<file path="src/rtl/buzzer_pkg.sv">
// rtl/buzzer_pkg.sv - state encodings, mode codes and clock defaults for the buzzer pattern generator
package buzzer_pkg;

  typedef enum logic [1:0] {
    ST_IDLE = 2'd0,
    ST_ON   = 2'd1,
    ST_OFF  = 2'd2,
    ST_DONE = 2'd3
  } state_e;

  typedef enum logic [1:0] {
    MODE_OFF   = 2'd0,
    MODE_CONT  = 2'd1,
    MODE_BEEP  = 2'd2,
    MODE_BURST = 2'd3
  } mode_e;

  localparam int CLK_HZ       = 50_000_000;
  localparam int DEF_TICK_CYC = CLK_HZ / 1000;

endpackage

</file>
<file path="src/rtl/buzzer_tick_gen.sv">
// rtl/buzzer_tick_gen.sv - clearable prescaler emitting a one-cycle tick every TICK_CYC clocks
module buzzer_tick_gen #(
  parameter int TICK_CYC = 50000
) (
  input  logic clk,
  input  logic rst_n,
  input  logic clr,
  output logic tick
);

  localparam int W = (TICK_CYC > 1) ? $clog2(TICK_CYC) : 1;
  localparam logic [W-1:0] LAST = W'(TICK_CYC - 1);

  logic [W-1:0] cnt;

  assign tick = (cnt == LAST);

  always_ff @(posedge clk) begin
    if (!rst_n || clr || tick) begin
      cnt <= '0;
    end else begin
      cnt <= cnt + W'(1);
    end
  end

endmodule

</file>
<file path="src/rtl/buzzer_pattern_gen.sv">
// rtl/buzzer_pattern_gen.sv - OFF/CONT/BEEP/BURST buzzer pattern FSM; BUZZER_TONE_EN adds a square-wave tone on M
module buzzer_pattern_gen
  import buzzer_pkg::*;
#(
  parameter int CS_W          = 3,
  parameter int LEN_W         = 12,
  parameter int CNT_W         = 4,
  parameter int TICK_CYC      = DEF_TICK_CYC,
  parameter int TONE_HALF_CYC = 12500
) (
  input  logic             clk,
  input  logic             rst_n,
  input  logic [CS_W-1:0]  cs,
  input  logic [LEN_W-1:0] on_len,
  input  logic [LEN_W-1:0] off_len,
  input  logic [CNT_W-1:0] burst_n,
  output logic             M,
  output logic             busy,
  output logic             done,
  output logic [1:0]       state_dbg
);

  state_e           state, state_n;
  logic [CS_W-1:0]  mode_r, mode_n;
  logic [LEN_W-1:0] ph_cnt, ph_n, len_r, len_n;
  logic [CNT_W-1:0] beep_cnt, beep_n, n_r, n_nx;
  logic             done_n, tick_clr, tick, ph_last, m_n;
  mode_e            mode;

  function automatic logic [LEN_W-1:0] eff_len(input logic [LEN_W-1:0] l);
    return (l == '0) ? LEN_W'(1) : l;
  endfunction

  // Codes above BURST are treated as OFF but still tracked raw so any cs edit restarts
  always_comb begin
    if (mode_r > CS_W'(3)) mode = MODE_OFF;
    else                   mode = mode_e'(mode_r[1:0]);
  end

  buzzer_tick_gen #(.TICK_CYC(TICK_CYC)) u_tick (
    .clk   (clk),
    .rst_n (rst_n),
    .clr   (tick_clr),
    .tick  (tick)
  );

  assign ph_last = tick && (ph_cnt == len_r - LEN_W'(1));

  always_comb begin
    state_n  = state;
    mode_n   = mode_r;
    ph_n     = ph_cnt;
    len_n    = len_r;
    beep_n   = beep_cnt;
    n_nx     = n_r;
    done_n   = 1'b0;
    tick_clr = 1'b0;
    if (cs != mode_r) begin
      mode_n   = cs;
      state_n  = ST_IDLE;
      ph_n     = '0;
      len_n    = '0;
      beep_n   = '0;
      n_nx     = '0;
      tick_clr = 1'b1;
    end else begin
      case (state)
        ST_IDLE: begin
          beep_n = '0;
          if (mode == MODE_CONT || mode == MODE_BEEP ||
              (mode == MODE_BURST && burst_n != '0)) begin
            state_n  = ST_ON;
            len_n    = eff_len(on_len);
            ph_n     = '0;
            tick_clr = 1'b1;
            if (mode == MODE_BURST) n_nx = burst_n;
          end else if (mode == MODE_BURST) begin
            state_n = ST_DONE;
            done_n  = 1'b1;
          end
        end
        ST_ON: begin
          // CONT never leaves ON, so its phase counter is frozen to avoid wrapping
          if (mode != MODE_CONT) begin
            if (ph_last) begin
              state_n  = ST_OFF;
              beep_n   = beep_cnt + CNT_W'(1);
              len_n    = eff_len(off_len);
              ph_n     = '0;
              tick_clr = 1'b1;
            end else if (tick) begin
              ph_n = ph_cnt + LEN_W'(1);
            end
          end
        end
        ST_OFF: begin
          if (ph_last) begin
            if (mode == MODE_BURST && beep_cnt == n_r) begin
              state_n = ST_DONE;
              done_n  = 1'b1;
            end else begin
              state_n  = ST_ON;
              len_n    = eff_len(on_len);
              ph_n     = '0;
              tick_clr = 1'b1;
            end
          end else if (tick) begin
            ph_n = ph_cnt + LEN_W'(1);
          end
        end
        default: ;
      endcase
    end
  end

`ifdef BUZZER_TONE_EN
  localparam int TW = (TONE_HALF_CYC > 1) ? $clog2(TONE_HALF_CYC) : 1;
  localparam logic [TW-1:0] TONE_LAST = TW'(TONE_HALF_CYC - 1);

  logic [TW-1:0] tone_cnt, tone_cnt_n;
  logic          tone_r, tone_n;

  // Tone phase restarts high on every ON entry so each beep starts identically
  always_comb begin
    tone_cnt_n = tone_cnt;
    tone_n     = tone_r;
    if (state_n == ST_ON && tick_clr) begin
      tone_cnt_n = '0;
      tone_n     = 1'b1;
    end else if (state == ST_ON) begin
      if (tone_cnt == TONE_LAST) begin
        tone_cnt_n = '0;
        tone_n     = ~tone_r;
      end else begin
        tone_cnt_n = tone_cnt + TW'(1);
      end
    end
    m_n = (state_n == ST_ON) && tone_n;
  end

  always_ff @(posedge clk) begin
    if (!rst_n) begin
      tone_cnt <= '0;
      tone_r   <= 1'b0;
    end else begin
      tone_cnt <= tone_cnt_n;
      tone_r   <= tone_n;
    end
  end
`else
  assign m_n = (state_n == ST_ON);
`endif

  always_ff @(posedge clk) begin
    if (!rst_n) begin
      state    <= ST_IDLE;
      mode_r   <= CS_W'(MODE_OFF);
      ph_cnt   <= '0;
      len_r    <= '0;
      beep_cnt <= '0;
      n_r      <= '0;
      M        <= 1'b0;
      busy     <= 1'b0;
      done     <= 1'b0;
    end else begin
      state    <= state_n;
      mode_r   <= mode_n;
      ph_cnt   <= ph_n;
      len_r    <= len_n;
      beep_cnt <= beep_n;
      n_r      <= n_nx;
      M        <= m_n;
      busy     <= (state_n == ST_ON) || (state_n == ST_OFF);
      done     <= done_n;
    end
  end

  assign state_dbg = state;

endmodule

</file>
<file path="config.mk">
export PLATFORM = sky130hd
export DESIGN_NAME = buzzer_pattern_gen
export DESIGN_NICKNAME = d
export VERILOG_FILES = /design/src/rtl/buzzer_pkg.sv /design/src/rtl/buzzer_tick_gen.sv /design/src/rtl/buzzer_pattern_gen.sv
export SDC_FILE = /design/constraint.sdc
export NUM_CORES = 1
export LEC_CHECK = 0
export CORE_AREA = 2 2 92 94
export DETAILED_ROUTE_END_ITERATION = 12
export DIE_AREA = 0 0 94 96
export PLACE_DENSITY_LB_ADDON = 0.1
export SLEW_MARGIN = 10
export SYNTH_ARGS = -nofsm -noshare
export SYNTH_HDL_FRONTEND = slang
export SYNTH_HIERARCHICAL = 1
export SYNTH_SLANG_ARGS = --single-unit
export TNS_END_PERCENT = 50
</file>
<file path="constraint.sdc">
create_clock -name clk -period 3.8 [get_ports clk]
set_input_delay 0.38 -clock clk [delete_from_list [all_inputs] [get_ports clk]]
set_output_delay 0.38 -clock clk [all_outputs]
set_load 0.05 [all_outputs]
</file>
---- After elaboration in Yosys (flattened, before gate mapping) ----
Index checks and enable logic that the tools add are counted.
word-level totals
  logic and storage cells ................. 93
  bits of input ports ..................... 33
  register bits after elaboration ......... 56
operators by class
  mux-type cells .......................... 39
  eq/ne operators ......................... 18
  bitwise gates (word level) .............. 1
  add/subtract/negate cells ............... 4
  reduce and logical (&&, ||, !) cells .... 20
  $lt $le $gt $ge ......................... 1
operators by type and width
  operator                                                                          count
  12-bit 2-to-1 mux                                                                 13
  12-bit one-hot mux with 3 select lines                                            2
  12-bit zero test                                                                  2
  16-bit by 1-bit adder with 16-bit output (second input constant)                  1
  16-bit == test (second input constant)                                            1
  2-bit 2-to-1 mux                                                                  8
  12-bit by 1-bit adder with 12-bit output (second input constant)                  1
  12-bit == test                                                                    1
  12-bit by 1-bit subtractor with 12-bit output (second input constant)             1
  1-bit 2-to-1 mux                                                                  10
  2-bit inequality test (second input constant)                                     5
  2-bit == test (second input constant)                                             4
  4-bit 2-to-1 mux                                                                  2
  4-bit one-hot mux with 2 select lines                                             1
  2-bit by 1-bit == test with 1-bit output (second input constant)                  3
  2-bit one-hot mux with 3 select lines                                             1
  3-bit AND reduction                                                               2
  6-bit AND reduction                                                               1
  1-bit logical OR                                                                  5
  4-bit by 1-bit adder with 4-bit output (second input constant)                    1
  4-bit == test                                                                     1
  4-bit AND reduction                                                               1
  4-bit nonzero test                                                                1
  3-bit by 2-bit greater-than comparator with 1-bit output (second input constant)  1
  12 further kinds                                                                  14

---- Logic depth before layout (Yosys ltp) ----
Gate-level depths: netlist of the first run.
  depth after elaboration ................. 10
  mapped depth ............................ 13

---- Hierarchy ----
Netlist of the first run, hierarchy kept.
modules (own cells, without submodules)
  module              sequential area each (µm²)  area an instance (µm²)  times used  cells each
  buzzer_pattern_gen  800.8                       2,816.5                 1           342
  buzzer_tick_gen     320.3                       745.7                   1           83

---- Least setup slack after synthesis of the first run ----
Ideal clock, no wire load.
  path type ............................... reg2reg
  from .................................... reg len_r[2]
  to ...................................... reg ph_cnt[11]
  setup time .............................. 0.080 ns
  arrival time ............................ 3.054 ns
  path slack .............................. 0.667 ns
  cell stages (with the launch flop) ...... 11
  required time ........................... 3.720 ns
  cells stage by stage .................... dfxtp_1 > clkbuf_2 > or3_4 > or4_4 > buf_6 > and4_4 > a211o_1 > o2111a_2 > buf_6 > or4_4 > a211oi_2
on the way
  cells in the longest elaborated chain, start to end .. 6
  elaborated cells between the ends (all ways) .. 9
  those cells by class .................... add/sub (1); eq/ne (2); mux (4); reduce/logical (2)
RTL lines
  element                                            RTL line                   source
  start, declared                                    buzzer_pattern_gen.sv:25   logic [LEN_W-1:0] ph_cnt, ph_n, len_r, len_n;
  start signal, assigned                             buzzer_pattern_gen.sv:169  len_r <= len_n;
  12-bit by 1-bit subtractor with 12-bit output (*)  buzzer_pattern_gen.sv:47   assign ph_last = tick && (ph_cnt == len_r - LEN_W'(1));
  12-bit == test (*)                                 buzzer_pattern_gen.sv:47
  1-bit logical AND (*)                              buzzer_pattern_gen.sv:47
  12-bit 2-to-1 mux                                  buzzer_pattern_gen.sv:85   if (ph_last) begin
  12-bit 2-to-1 mux                                  buzzer_pattern_gen.sv:84   if (mode != MODE_CONT) begin
  12-bit one-hot mux with 3 select lines             buzzer_pattern_gen.sv:67   case (state)
  end signal, assigned                               buzzer_pattern_gen.sv:168  ph_cnt <= ph_n;
  end, declared                                      buzzer_pattern_gen.sv:25
Mark *: on every way between the ends. The rest lies on a longest branch, timed or not. The select of a mux whose other input is x is not followed.
A chain may end at the register's enable or synchronous reset.

---- Final worst setup path of the first run ----
  from .................................... reg u_tick.cnt[11]
  to ...................................... reg busy
on the way
  cells in the longest elaborated chain, start to end .. 8
  elaborated cells between the ends (all ways) .. 10
  those cells by class .................... eq/ne (3); mux (5); reduce/logical (2)
RTL lines
  element                                                                    RTL line                   source
  start, declared                                                            buzzer_tick_gen.sv:14      logic [W-1:0] cnt;
  start signal, assigned                                                     buzzer_tick_gen.sv:22      cnt <= cnt + W'(1);
  16-bit == test (*)                                                         buzzer_tick_gen.sv:16      assign tick = (cnt == LAST);
  via tick                                                                   buzzer_pattern_gen.sv:27   logic done_n, tick_clr, tick, ph_last, m_n;
  1-bit logical AND (*)                                                      buzzer_pattern_gen.sv:47
  2-bit 2-to-1 mux                                                           buzzer_pattern_gen.sv:85
  2-bit 2-to-1 mux                                                           buzzer_pattern_gen.sv:84
  2-bit one-hot mux with 3 select lines (*)                                  buzzer_pattern_gen.sv:67
  2-bit 2-to-1 mux (*)                                                       buzzer_pattern_gen.sv:58   if (cs != mode_r) begin
  2-bit by 1-bit == test with 1-bit output or 2-bit == test (tied branches)  buzzer_pattern_gen.sv:173  busy <= (state_n == ST_ON) || (state_n == ST_OFF);
  1-bit logical OR (*)                                                       buzzer_pattern_gen.sv:173
  end signal, assigned                                                       buzzer_pattern_gen.sv:173
  end, declared                                                              buzzer_pattern_gen.sv:18   output logic busy,
Mark *: on every way through the listed nets, which the timed path passes. The rest lies on a longest branch.

==> out/qor.yml, run 1 <==
tns_ns: 0
synth_seq_area_share_pct: 31.5
die_height_um: 96
place_hpwl_mm: 5.95
pre_cts_ws_ns: 0.272
timing.final.crit_share_pct: 91.0
crit_arrival_ns: 3.72
htree_levels: 2
async_reset_ff_share_pct: 0
synth_area_um2: 3560
syn_to_final_growth_pct: 13.8
syn_nets: 469
crit_required_ns: 4.06
timing.fmax_ghz: 0.289
grt_max_degree: 27
hp-class: "reg2reg"
ys.flop_type: "dfxtp_1"
yosys.area.top_type_share_pct: 31.5
final.setup.worst_slack_ns: 0.341
hold_start: "u_tick/cnt[0]"
r2r_start: "u_tick/cnt[11]"
drt_iter0_markers: 90
yosysWarnings: 6
clkLatencyLatePin_ns: 0.32
report.final.slew_viol_count: 0
fin_crit_ns: 3.46
relSlewSlack_pct: 44.3
io_buffers: 37
cts_hold_buffers: 0
synth_cell_types: 65
initial_core_util_pct: 44.2
yosys-top-cells-area: "dfxtp_1 31%, xnor2_1 5.2%, nand2_1 4.3%, ha_1 3.9%, a211oi_1 3.8%"
ir_drop_v: 0.000151
path_max_fanout: 4
drtPass1Iterations: 4
num_rows: 33
leakagePower_nw: 1.31
fillers: 804
grt_pass1_vias: 2979
numCtsBuffers: 5
fin_skew_ns: 0.0124
yosysTopAreaCell: "dfxtp_1"
max-cap-violations: 0
avgSynthCellArea_um2: 8.38
fp.dieW_um: 94
drc: 0
endpoint_kind: "register"
ant_nets: 0
synth-seq-cells: 56
grt_use_total_pct: 18.5
crit_type: "reg2reg"
clk_pin_slew_ns: 0.11
cts_tree: "done"
cts.path.max_buffers: 2
grt.overflow.total: 0
drt-vias-per-instance: 5.66
nets: 494
core_area_um2: 8050
root_buffer: "clkbuf_8"
synth_edf_count: 0
drive_gt1_share_pct: 8.87
ioPinCount: 38
p_per_area_nw_per_um2: 270
gp_congestion: 0.847
start_kind: "register"
vias: 3146
netlist_instances: 425
routedWlPerCell_um: 14.2
cts_setup_buffers: 0
setup_violations: 0
grt_setup_unrepaired: "no"
outcome: "complete, no violations"
clock-sinks: 56
n_antenna_cell: 0
crit_path_start: "u_tick/cnt[11]"
antenna_found_initial: 0
wl_mm: 7.90
whs_ns: 0.481
hold_viol: 0
worst_slew_pin_slew_ns: 0.836
dieArea_um2: 9020
grt_pass1_wl_mm: 13.7
==> sequential cells by signal, summed over array words and instances (netlist names) <==
name / flops
len_r: 12
ph_cnt: 12
mode_r: 3
state_dbg: 2
M: 1
n_r: 4
u_tick/cnt: 16
beep_cnt: 4
done: 1
busy: 1
==> layout make-up <==
| cell class | count | area [µm²] | area share, % |
|---|---|---|---|
| inverters | 19 | 71.3 | 1.76 |
| clock buffers | 5 | 68.8 | 1.70 |
| clock inverters | 3 | 22.5 | 0.556 |
| multi-input cells | 328 | 2240 | 55.4 |
| repair buffers | 40 | 393 | 9.69 |
| well taps | 105 | 131 | 3.24 |
| flip-flops and latches | 56 | 1120 | 27.7 |
==> power breakdown <==
group | total, mW | switching (mW) | internal (mW)
Combinational | 0.158 | 0.0813 | 0.0769
Sequential | 0.598 | 0.00598 | 0.592
Clock | 0.340 | 0.207 | 0.133
==> repair_timing <==
item | in CTS | in global routing
hold endpoints to repair | 0 | 0
gates resized for setup | 0 | 1
setup endpoints to repair | 0 | 3
==> logic make-up (layout without fill, tap and decap cells) <==
logic type | count (synthesis) | in the layout | share of synthesized area (%)
and+or+nand+nor | 175 | 175 | 26.6
AOI/OAI and AO/OA | 88 | 88 | 17.7
DFF | 56 | 56 | 31.5
buffers and inverters | 41 | 67 | 5.51
xor gates and xnor gates | 30 | 30 | 7.76
muxes | 24 | 24 | 7.13
adders and majority gates | 11 | 11 | 3.86
==> routing by layer <==
layer | GRT usage, % | routed length (µm)
met1 | 23.6 | 3740
met2 | 32.5 | 3840
met3 | 2.98 | 202
met4 | 5.43 | 112
met5 | 0 | 0
==> synth_stat cells, types with 2 or more instances <==
master / number
a2111oi_0: 2
xnor2_1: 21
nand2_1: 41
o21ai_0: 12
a211o_1: 2
nor2_1: 31
a31o_2: 2
mux2_2: 11
a31oi_1: 5
or3_1: 5
a311oi_1: 2
xor2_1: 8
nand3_1: 21
a21oi_1: 15
clkbuf_1: 15
and3_1: 3
nand3b_1: 3
o2111ai_1: 2
mux2i_1: 13
nor2b_1: 4
nor3_1: 13
nor4_1: 8
nand4_1: 8
a211oi_1: 18
a221oi_1: 2
o211ai_1: 4
and2_1: 5
dfxtp_1: 56
nor2_2: 2
inv_1: 19
o31ai_1: 10
nand2b_1: 5
or4_4: 3
ha_1: 11
or4_1: 10
buf_6: 3
buf_2: 2
==> placed cells by master (no fill, tap or decap), types with 2 or more instances in the layout <==
| cell type | netlist | routed |
|---|---|---|
| nor2_2 | 2 | 2 |
| or3_1 | 5 | 5 |
| and3_1 | 3 | 3 |
| inv_1 | 19 | 19 |
| nor3_1 | 13 | 13 |
| a211o_1 | 2 | 2 |
| a21oi_1 | 15 | 15 |
| clkbuf_8 | 0 | 5 |
| or4_4 | 3 | 3 |
| buf_4 | 0 | 3 |
| nand3b_1 | 3 | 3 |
| o21ai_0 | 12 | 12 |
| dfxtp_1 | 56 | 56 |
| o31ai_1 | 10 | 10 |
| nand4_1 | 8 | 8 |
| a31o_2 | 2 | 2 |
| nor2b_1 | 4 | 4 |
| ha_1 | 11 | 11 |
| a211oi_1 | 18 | 18 |
| xnor2_1 | 21 | 21 |
| a221oi_1 | 2 | 2 |
| mux2_2 | 11 | 11 |
| a2111oi_0 | 2 | 2 |
| and2_1 | 5 | 5 |
| or4_1 | 10 | 10 |
| nand3_1 | 21 | 21 |
| or3b_2 | 1 | 2 |
| a311oi_1 | 2 | 2 |
| xor2_1 | 8 | 8 |
| nand2_1 | 41 | 41 |
| nor2_1 | 31 | 31 |
| a31oi_1 | 5 | 5 |
| clkdlybuf4s50_1 | 0 | 37 |
| nand2b_1 | 5 | 5 |
| mux2i_1 | 13 | 13 |
| nor4_1 | 8 | 8 |
| o2111ai_1 | 2 | 2 |
| o211ai_1 | 4 | 4 |
==> worst max-delay path, cell delays in order, from the launching register on <==
cell and delay, ns:
dfxtp_1 0.35, or4b_1 0.54, nor4_2 0.50, nand3_1 0.13
a211oi_1 0.38, o211ai_1 0.24, a2111o_1 0.47, a221oi_1 0.32
nand2b_1 0.16, ha_1 0.22, nor2b_1 0.10
==> worst paths after layout <==
kind | cells after the start | slack, ns | to
worst max register to register | 10 | 0.34 | busy
worst max-delay path | 10 | 0.34 | busy
worst min-delay path | 1 | 0.48 | u_tick/cnt[0]
worst min register to register | 1 | 0.48 | u_tick/cnt[0]
==> stage by stage <==
stage                     instance area, µm²  power [mW]  utilization (%)  instances
after floorplan                         3560       0.713                -        425
after global placement                  3960       0.769             49.2        548
after detailed placement                3960       0.770             49.2        548
after CTS                               4050        1.11             50.3        556
after global routing                    4050        1.15             50.3        556
final                                   4050        1.10             50.3        556
(Power assumes the default switching activity.)
==> inputs of run 2 (changes only) <==
CORE_AREA = 4 4 125 127   (was 2 2 92 94)
DIE_AREA = 0 0 129 131   (was 0 0 94 96)
==> run 2 against run 1 <==
Net effect:
- critical path depth rose by 1
- critical endpoint is now u_tick/cnt[3]
- first-iteration DRC count rose by 63%
- hold slack barely moved
- clock skew fell by 0.0026 ns
- sequential power barely moved
- sequential cell count did not move
- cell count rose by 15%
- routed wire length rose by 19%
- count of clock-buffer cells in the layout rose by 1
- combinational power rose by 5%
- sequential share of layout area fell by 1.1 points
==> out/qor.yml, run 2 (synthesis results as in run 1) <==
outcome: "complete, no violations"
report.final.slew_viol_count: 0
nets: 497
top_register: "u_tick/cnt"
p_per_area_nw_per_um2: 297
syn_to_final_growth_pct: 18.7
clock-sinks: 56
max_stage_delay_ns: 0.69
drtPass1Iterations: 4
start_kind: "register"
final_cells: 638
drive_gt1_share_pct: 9.25
vias: 3218
timing.fmax_ghz: 0.286
timing.final.crit_share_pct: 92.2
ioPinCount: 38
drt_iter0_markers: 147
setup_violations: 0
wl_mm: 9.42
layout_commonest_cell: "dfxtp_1"
endpoint_kind: "register"
cts_tree: "done"
clk_pin_slew_ns: 0.08
grt_max_degree: 27
relSlewSlack_pct: 38.9
dp.cells: 630
grt.overflow.total: 0
die_height_um: 131
cp_slowest_cell: "or3b_2"
htree_levels: 2
leakagePower_nw: 1.35
crit_chain: "inv_1 -> ha_1 -> or4b_2 -> o21ai_0 -> a211oi_1 -> o211ai_1 -> a211oi_1 -> a21oi_1 -> o21ai_0 -> or3b_2 -> nor2_1"
worst_slew_pin_slew_ns: 0.914
gp_congestion: 0.779
postLayoutCoreUtil_pct: 29.3
initial_core_util_pct: 24.7
routedWlPerCell_um: 14.8
ant_nets: 0
crit_required_ns: 4.04
crit_arrival_ns: 3.74
top_regs: "u_tick/cnt: 16 flops, len_r: 12 flops, ph_cnt: 12 flops"
layout.area.seq_um2: 1120
layout_common_cells: "56 x dfxtp_1, 41 x nand2_1, 37 x clkdlybuf4s50_1, 31 x nor2_1"
multi_input_area_um2: 2240
root_buffer: "clkbuf_16"
drt-vias-per-instance: 5.04
fin_skew_ns: 0.00982
cts_hold_buffers: 0
io_buffers: 37
antenna_found_initial: 0
path_max_fanout: 16
n_antenna_cell: 0
fillers: 1551
grt_pass1_vias: 3132
hold_viol: 0
cts.path.max_buffers: 2
tns_ns: 0
fin_crit_ns: 3.50
crit_type: "reg2reg"
clkLatencyLatePin_ns: 0.31
dieArea_um2: 16900
r2r_slack_ns: 0.30
fp.dieW_um: 129
grt_pass1_wl_mm: 16.1
hp-class: "reg2reg"
largest_register_ff_count: 16
max-cap-violations: 0
grt_use_total_pct: 11.8
drc: 0
grt_setup_unrepaired: "no"
numCtsBuffers: 5
place_hpwl_mm: 6.97
num_rows: 44
ir_drop_v: 0.000167
core_area_um2: 14400
[run 2: stage by stage]
step                      total power [mW]  area [µm²]  hold slack (ns)  setup slack [ns]
after floorplan                      0.713        3560            0.436             0.667
after global placement               0.777        4080            0.451             0.190
after detailed placement             0.777        4080            0.461            0.0896
after CTS                             1.27        4230            0.476            0.0721
after global routing                  1.31        4230            0.509            0.0265
final                                 1.25        4230            0.481             0.298
[run 2: critical path, delay by kind of cell, from the launching register on]
kind	cells	cell delay, ns
simple gates	3	1.47
compound gates	6	1.17
flops	1	0.37
fa+ha+maj	1	0.33
buf+inv	1	0.08
[run 2: repair_timing]
item,4_1_cts,5_1_grt
endpoints found under the setup margin,0,16
gates resized for setup,0,1
buffers inserted,0,0
hold endpoints to repair,0,0
[run 2: layer usage]
metal  GRT usage (%)  vias up  part of all wire, %  wire, µm
met4            2.96        0                  1.0        98
li1                -     1624                    -         -
met3            2.36        7                  3.2       303
met1            15.9     1550                   50      4730
met5               0        -                    0         0
met2            19.2       37                   46      4290
[run 2: final timing paths]
kind | start | end | cells after the start
setup / recovery | len_r[0] | u_tick/cnt[3] | 11
hold / removal | u_tick/cnt[0] | u_tick/cnt[0] | 1
setup reg to reg | len_r[0] | u_tick/cnt[3] | 11
hold reg to reg | u_tick/cnt[0] | u_tick/cnt[0] | 1
[run 2: power by group]
group / leakage, nW / switching (mW) / total [mW] / internal (mW)
Combinational: 0.827 / 0.0874 / 0.166 / 0.0790
Clock: 0.0671 / 0.243 / 0.491 / 0.247
Sequential: 0.452 / 0.00593 / 0.597 / 0.591
[run 2: cell type report]
class / instances / area share [%]
multi-input combinational: 328 / 53.1
timing repair buffer: 43 / 9.83
sequential: 56 / 26.5
clock inverter: 2 / 0.385
clock buffer: 6 / 3.05
tap: 184 / 5.45
inverter: 19 / 1.69
